--- config.mk ---
export PLATFORM = sky130hd
export DESIGN_NAME = stack_return_sequencer
export DESIGN_NICKNAME = d
export VERILOG_FILES = /design/src/rtl/stack_return_sequencer.sv
export SDC_FILE = /design/constraint.sdc
export NUM_CORES = 1
export LEC_CHECK = 0
export CAP_MARGIN = 20
export CORE_MARGIN = 1.5
export CORE_UTILIZATION = 45
export DETAILED_ROUTE_END_ITERATION = 8
export GPL_TIMING_DRIVEN = 0
export PLACE_DENSITY_LB_ADDON = 0.08
export SETUP_SLACK_MARGIN = 0.1
export SYNTH_ARGS = -nofsm -noshare
export SYNTH_HDL_FRONTEND = slang
export SYNTH_SLANG_ARGS = --single-unit
--- constraint.sdc ---
create_clock -name i_Clk -period 1.89 [get_ports i_Clk]
set_input_delay 0.378 -clock i_Clk [delete_from_list [all_inputs] [get_ports i_Clk]]
set_output_delay 0.378 -clock i_Clk [all_outputs]
set_load 0.02 [all_outputs]
--- src/rtl/stack_return_sequencer.sv ---
// ---------------------------------------------------------------------------
// stack_return_sequencer
//
// Sequential RET / RET cc / RETI engine for the CPU control unit. Pops the
// return address from the stack (low byte first, then the high byte), holds
// the popped bytes internally, loads PC, and then hands the next opcode
// fetch back to the decoder. It keeps its own M-cycle state and T-step
// counter.
//
// Ports:
//   i_Clk          system clock
//   i_Reset        synchronous, active-high reset
//   i_Start        one-clock request from the decoder to begin a return
//   i_Always       unconditional return (RET/RETI), sampled with i_Start
//   i_RETI         RETI variant, sampled with i_Start
//   i_Cond_Sel     one-hot (or multi-hot) condition select, sampled with i_Start
//   i_Flags        condition flags, sampled with i_Start
//   i_Stall        memory wait state: freezes sequencing
//   i_Data         memory read data
//   o_Busy         sequence in progress
//   o_Address_Out  drive SP onto the address bus
//   o_Bus_In       memory read enable
//   o_SP_Inc       one-clock SP increment strobe
//   o_PC_Load      one-clock PC write strobe
//   o_PC_Value     {hi, lo} popped return address
//   o_EI           one-clock interrupt-enable strobe (RETI only)
//   o_IR_Fetch     one-clock handoff to the decoder for the next fetch
//
// ADDR_WIDTH is expected to be exactly 2*DATA_WIDTH.
// ---------------------------------------------------------------------------
module stack_return_sequencer #(
    parameter int DATA_WIDTH   = 8,
    parameter int ADDR_WIDTH   = 16,
    parameter int COND_WIDTH   = 4,
    parameter int MCYCLE_STEPS = 4
) (
    input  logic                  i_Clk,
    input  logic                  i_Reset,
    input  logic                  i_Start,
    input  logic                  i_Always,
    input  logic                  i_RETI,
    input  logic [COND_WIDTH-1:0] i_Cond_Sel,
    input  logic [COND_WIDTH-1:0] i_Flags,
    input  logic                  i_Stall,
    input  logic [DATA_WIDTH-1:0] i_Data,
    output logic                  o_Busy,
    output logic                  o_Address_Out,
    output logic                  o_Bus_In,
    output logic                  o_SP_Inc,
    output logic                  o_PC_Load,
    output logic [ADDR_WIDTH-1:0] o_PC_Value,
    output logic                  o_EI,
    output logic                  o_IR_Fetch
);

    localparam int STEP_W = (MCYCLE_STEPS > 1) ? $clog2(MCYCLE_STEPS) : 1;
    localparam logic [STEP_W-1:0] LAST_STEP = STEP_W'(MCYCLE_STEPS - 1);
    localparam logic [STEP_W-1:0] CAP_STEP  = STEP_W'(MCYCLE_STEPS - 2);

    typedef enum logic [2:0] {
        IDLE    = 3'd0,
        COND    = 3'd1,
        POP_LO  = 3'd2,
        POP_HI  = 3'd3,
        LOAD_PC = 3'd4
    } state_t;

    state_t                  state_reg;
    logic [STEP_W-1:0]       step_reg;
    logic                    always_reg;
    logic                    reti_reg;
    logic [COND_WIDTH-1:0]   cond_sel_reg;
    logic [COND_WIDTH-1:0]   flags_reg;
    logic [DATA_WIDTH-1:0]   lo_reg;
    logic [DATA_WIDTH-1:0]   hi_reg;

    // Per-condition hit bits; a multi-hot select ORs the selected flags.
    logic [COND_WIDTH-1:0]   cond_hit;
    genvar gi;
    generate
        for (gi = 0; gi < COND_WIDTH; gi++) begin : g_cond_hit
            assign cond_hit[gi] = cond_sel_reg[gi] & flags_reg[gi];
        end
    endgenerate

    logic taken;
    logic last_step;
    logic is_pop;

    assign taken     = always_reg | (|cond_hit);
    assign last_step = (step_reg == LAST_STEP);
    assign is_pop    = (state_reg == POP_LO) || (state_reg == POP_HI);

    always_ff @(posedge i_Clk) begin
        if (i_Reset) begin
            state_reg    <= IDLE;
            step_reg     <= '0;
            always_reg   <= 1'b0;
            reti_reg     <= 1'b0;
            cond_sel_reg <= '0;
            flags_reg    <= '0;
            lo_reg       <= '0;
            hi_reg       <= '0;
        end else if (!i_Stall) begin
            // A stall freezes state, step and capture; nothing advances.
            case (state_reg)
                IDLE: begin
                    step_reg <= '0;
                    if (i_Start) begin
                        always_reg   <= i_Always;
                        reti_reg     <= i_RETI;
                        cond_sel_reg <= i_Cond_Sel;
                        flags_reg    <= i_Flags;
                        state_reg    <= i_Always ? POP_LO : COND;
                    end
                end
                default: begin
                    if (state_reg == POP_LO && step_reg == CAP_STEP) begin
                        lo_reg <= i_Data;
                    end
                    if (state_reg == POP_HI && step_reg == CAP_STEP) begin
                        hi_reg <= i_Data;
                    end
                    if (last_step) begin
                        step_reg <= '0;
                        case (state_reg)
                            COND:    state_reg <= taken ? POP_LO : IDLE;
                            POP_LO:  state_reg <= POP_HI;
                            POP_HI:  state_reg <= LOAD_PC;
                            default: state_reg <= IDLE;
                        endcase
                    end else begin
                        step_reg <= step_reg + STEP_W'(1);
                    end
                end
            endcase
        end
    end

    // Outputs decode directly from the state/step registers. The one-clock
    // strobes are masked by i_Stall so each fires exactly once, on the first
    // unstalled clock of the final step.
    always_comb begin
        o_Busy        = (state_reg != IDLE);
        o_Address_Out = is_pop;
        o_Bus_In      = is_pop && (step_reg >= STEP_W'(1)) && (step_reg <= CAP_STEP);
        o_SP_Inc      = is_pop && last_step && !i_Stall;
        o_PC_Load     = (state_reg == LOAD_PC) && last_step && !i_Stall;
        o_EI          = (state_reg == LOAD_PC) && last_step && !i_Stall && reti_reg;
        o_IR_Fetch    = last_step && !i_Stall &&
                        ((state_reg == LOAD_PC) || ((state_reg == COND) && !taken));
    end

    assign o_PC_Value = {hi_reg, lo_reg};

endmodule

=== After elaboration in Yosys (flattened, before gate mapping) ===
Cells that the tools add are included.

* $add $sub $neg: 1
* $lt $le $gt $ge: 2
* Eq/ne operators: 7
* Mux-type cells: 8
* Bitwise gates (word level): 7
* Reduce and logical (&&, ||, !) cells: 24

{| class="wikitable"
|+ Operator list
! kind !! number
|-
| $logic_and A1 B1 Y1 || 12
|-
| $reduce_and A3 Y1 || 4
|-
| $mux W3 || 3
|-
| $pmux W3 S3 || 1
|-
| $mux W2 || 4
|-
| $eq A3 B2 Y1 const B || 2
|-
| $and A1 B1 Y1 || 4
|-
| $eq A2 B2 Y1 const B || 2
|-
| $reduce_or A4 Y1 || 1
|-
| $eq A3 B1 Y1 const B || 1
|-
| $eq A3 B3 Y1 const B || 1
|-
| $logic_not A3 Y1 || 1
|-
| $reduce_bool A3 Y1 || 1
|-
| $add A2 B1 Y2 const B || 1
|-
| $ge A2 B1 Y1 const B || 1
|-
| $le A2 B2 Y1 const B || 1
|-
| $logic_not A1 Y1 || 2
|-
| $logic_or A1 B1 Y1 || 2
|-
| $ne A2 B2 Y1 const B || 1
|-
| $not A1 Y1 || 2
|-
| $reduce_bool A2 Y1 || 1
|-
| $or A1 B1 Y1 || 1
|}

* Register bits after elaboration: 31
* Input bits: 22
* Output and inout port bits: 23
* Word-level logic and storage cells: 57

=== Depth between registers and ports, before layout ===
* Depth in word-level cells: 7
* Mapped depth: 6
* Gate-level depth less buffers: 5

=== Worst setup path after synthesis ===
No wires, ideal clock.

* Kind: input port to output port
* From: input i_Stall
* To: output o_EI
* Arrival: 1356 ps
* Required time: 1512 ps
* Path slack: 156 ps
* Stages: 4
* Buffers on the path: 1
* Path through: clkbuf_8 -> nand2b_1 -> nor2_1 -> and2_1

* Word-level cells in the longest chain between the ends: 3

{| class="wikitable"
|+ Ends and longest elaborated chain
! item !! line !! text
|-
| start: declaration || 44 || <nowiki>input logic i_Stall,</nowiki>
|-
| $logic_not A1 Y1 || n/a ||
|-
| $logic_and A1 B1 Y1 || n/a ||
|-
| net o_PC_Load || 50 || <nowiki>output logic o_PC_Load,</nowiki>
|-
| $logic_and A1 B1 Y1 || 149 || <nowiki>o_EI = (state_reg == LOAD_PC) && last_step && !i_Stall && reti_reg;</nowiki>
|-
| end: declaration || 52 || <nowiki>output logic o_EI,</nowiki>
|}

The timed path passes the listed nets, and every way through them passes these cells.

=== Worst setup path after layout ===
* From: register flags_reg[0]
* To: output o_IR_Fetch

* Word-level cells in the longest chain between the ends: 7

{| class="wikitable"
|+ Ends and longest elaborated chain
! item !! line !! text
|-
| start: declaration || 73 || <nowiki>logic [COND_WIDTH-1:0] flags_reg;</nowiki>
|-
| start signal: assignment || 113 || <nowiki>flags_reg <= i_Flags;</nowiki>
|-
| $and A1 B1 Y1 || 82 || <nowiki>assign cond_hit[gi] = cond_sel_reg[gi] & flags_reg[gi];</nowiki>
|-
| $reduce_or A4 Y1 || 90 || <nowiki>assign taken = always_reg | (|cond_hit);</nowiki>
|-
| $or A1 B1 Y1 || 90 ||
|-
| $logic_not A1 Y1 || 151 || <nowiki>((state_reg == LOAD_PC) || ((state_reg == COND) && !taken));</nowiki>
|-
| $logic_and A1 B1 Y1 || 151 ||
|-
| $logic_or A1 B1 Y1 || 151 ||
|-
| $logic_and A1 B1 Y1 || 150 || <nowiki>o_IR_Fetch = last_step && !i_Stall &&</nowiki>
|-
| end: declaration || 53 || <nowiki>output logic o_IR_Fetch</nowiki>
|}

Every way passes these cells.

==> results.py <==
metrics = {
    "status": {
        "outcome": "finished with violations",
        "violations": "negative setup slack",
    },
    "placement": {
        "dp.final_hpwl_um": 2227,
        "place_ws_ns": -0.3811,
        "io_buffer_count": 43,
        "placed_area_um2": 1913,
        "place.gp.congestion": 0.7700,
    },
    "layout": {
        "fin_util_pct": 66.78,
        "fin_nets": 222,
        "ff_latch_area_um2": 624.3,
        "multiInputGateArea_um2": 704.4,
        "fin_area_um2": 2022,
        "n_antenna_cell": 0,
        "drive_gt1_share_pct": 19.19,
        "area_delta_synth_final_pct": 41.63,
        "fillCellCount": 254,
    },
    "logic_synthesis": {
        "yosysSeqAreaShare_pct": 43.47,
        "synthArstFlopShare_pct": 0,
        "synth_area_per_cell_um2": 9.914,
        "ys_types": 30,
        "synth_edf_count": 0,
        "synth_area_leader_cell": "dfxtp_1",
        "synthCells": 144,
        "yosys-top-cells-area": "dfxtp_1, mux2i_1, nor2_1",
        "yosys.area.top_type_share_pct": 43.47,
        "ys_seq_elements": 31,
        "synth_ff_type": "dfxtp_1",
        "synth_nets": 169,
        "syn_area_um2": 1428,
        "ys_warn_count": 0,
    },
    "die": {
        "dieArea_um2": 3519,
        "rows": 20,
        "coreArea_um2": 3028,
        "initial_utilization_pct": 47.15,
        "die_h_um": 59.33,
        "ioPinCount": 45,
        "die_x_um": 59.33,
    },
    "route": {
        "wl_per_cell_um": 12.52,
        "drc_errors": 0,
        "vias_per_cell": 4.901,
        "drt_pass1_iterations": 4,
        "routed_wl_um": 3030,
        "ant_nets": 0,
        "dr_total_vias": 1186,
        "dr.first_iter.drc_count": 46,
    },
    "sta": {
        "setup_viol": 1,
        "finalHoldViolCount": 0,
        "rsz0062_at_grt": "yes",
        "skew_ns": 0.003799,
        "slew_violations": 0,
        "worst_slew_pin_slew_ns": 0.4636,
        "whs_ns": 0.3571,
        "timing.fmax_mhz": 458.0,
        "post-route-period-util_pct": 115.5,
        "layout_setup_ws_ns": -0.2935,
        "fin_crit_ns": 2.183,
        "maxSlewHeadroom_pct": 69.09,
    },
    "clocking": {
        "cts_sinks": 31,
        "path_clk_slew_ns": 0.10,
        "clock_latency_ns": 0.33,
        "cts_buffers": 5,
        "clockRootBuffer": "clkbuf_4",
        "hold_buffers": 0,
        "cts_tree": "yes",
        "h-tree-depth": 2,
        "clockBufferDepth": 2,
    },
    "critical_path": {
        "ff2ff_setup_slack_ns": 0.45,
        "critical_path_peak_fanout": 2,
        "worstPathRequired_ns": 1.51,
        "setup.worst_path.start_class": "flip-flop",
        "criticalPathCategory": "reg2out",
        "crit_arrival_ns": 1.81,
        "worstSetupEndpointType": "output port",
    },
    "min_path": {
        "min_path_type": "in2reg",
    },
    "grt": {
        "grt_pass1_vias": 1137,
        "grt_pass1_wl_um": 4974,
        "grt_start_max_net_pins": 11,
        "grt_overflow": 0,
        "antenna_found_initial": 0,
        "grtUsageTotal_pct": 19.23,
    },
    "run": {
        "maxCapViolCount": 0,
    },
    "power": {
        "power_density_nw_per_um2": 695.1,
        "ir_drop_uv": 426.9,
        "p_total_uw": 1406,
        "p_leak_uw": 0.0008856,
    },
}
final timing paths:
check | from | to | cells after the start
hold / removal | i_Stall | step_reg[0] | 3
setup / recovery | flags_reg[0] | o_IR_Fetch | 5
setup reg to reg | state_reg[2] | state_reg[0] | 7
hold reg to reg | reti_reg | reti_reg | 2
where the power goes:
part	internal [µW]	switching [µW]	leakage, µW
registers	670	9.38	0.000253
logic	100	82.2	0.000585
clock network	312	232	0.0000482
cells in the mapped netlist, types with 2 or more instances:
| master | n |
|---|---|
| nand4b_1 | 2 |
| dfxtp_1 | 31 |
| nand3_1 | 2 |
| buf_6 | 3 |
| nand2_1 | 4 |
| clkbuf_8 | 4 |
| ha_1 | 3 |
| nor3_1 | 3 |
| buf_4 | 2 |
| a21oi_1 | 5 |
| nand2b_1 | 2 |
| inv_1 | 4 |
| mux2i_1 | 27 |
| nor2_1 | 36 |
what timing repair did:
| action | 4_1_cts | 5_1_grt |
|---|---|---|
| gates resized for setup | 32 | 3 |
| setup endpoints to repair | 7 | 5 |
| buffers inserted | 2 | 1 |
| pin swaps | 3 | 2 |
| endpoints found under the hold margin | 0 | 0 |
layout make-up:
class	count	share of cell area, %
buffer	10	5.322
clock buffer	6	2.537
clock inverter	2	1.733
inverter	4	0.7426
multi-input combinational	99	34.84
sequential	31	30.88
tap	44	2.723
timing repair buffer	46	21.23
metrics by stage:
stage	setup TNS, ns	cells
after global routing	-0.4513	242
final	-0.2935	242
after detailed placement	-0.6109	231
after floorplan	0	144
after global placement	-0.5188	231
after CTS	-0.3211	241
routing by layer:
| layer | vias to the layer above | routed length (µm) | global-route usage [%] | share of wire, % |
|---|---|---|---|---|
| li1 | 587 | - | - | - |
| met3 | 6 | 201 | 7.860 | 6.6 |
| met2 | 33 | 1424 | 30.77 | 47 |
| met4 | 0 | 55 | 8.442 | 1.8 |
| met5 | - | 0 | 0 | 0 |
| met1 | 560 | 1349 | 22.48 | 45 |
cells by family (layout without fill, tap and decap cells):
logic type	after synthesis	count (layout)	synth area share, %
compound gates	8	8	3.418
mux	28	28	19.72
buf+inv	14	68	8.588
flops	31	31	43.47
simple gates	60	60	22.17
fa+ha+maj	3	3	2.630
cells in the final DEF, fill, tap and decap left out, types with 3 or more instances in the layout:
cell	instances
nor2_1	36
clkdlybuf4s50_1	36
dfxtp_1	28
mux2i_1	27
buf_4	7
clkbuf_8	5
a21oi_1	5
clkbuf_4	5
inv_1	4
nand2_1	4
buf_6	3
nor3_1	3
buf_2	3
dfxtp_2	3
critical path, stage by stage (launching register included):
cell,delay (ns)
dfxtp_1,0.33
a222oi_1,0.41
nand4b_1,0.18
mux2_2,0.30
nor3_2,0.10
buf_4,0.16
Power figures use the tool's default switching activity.
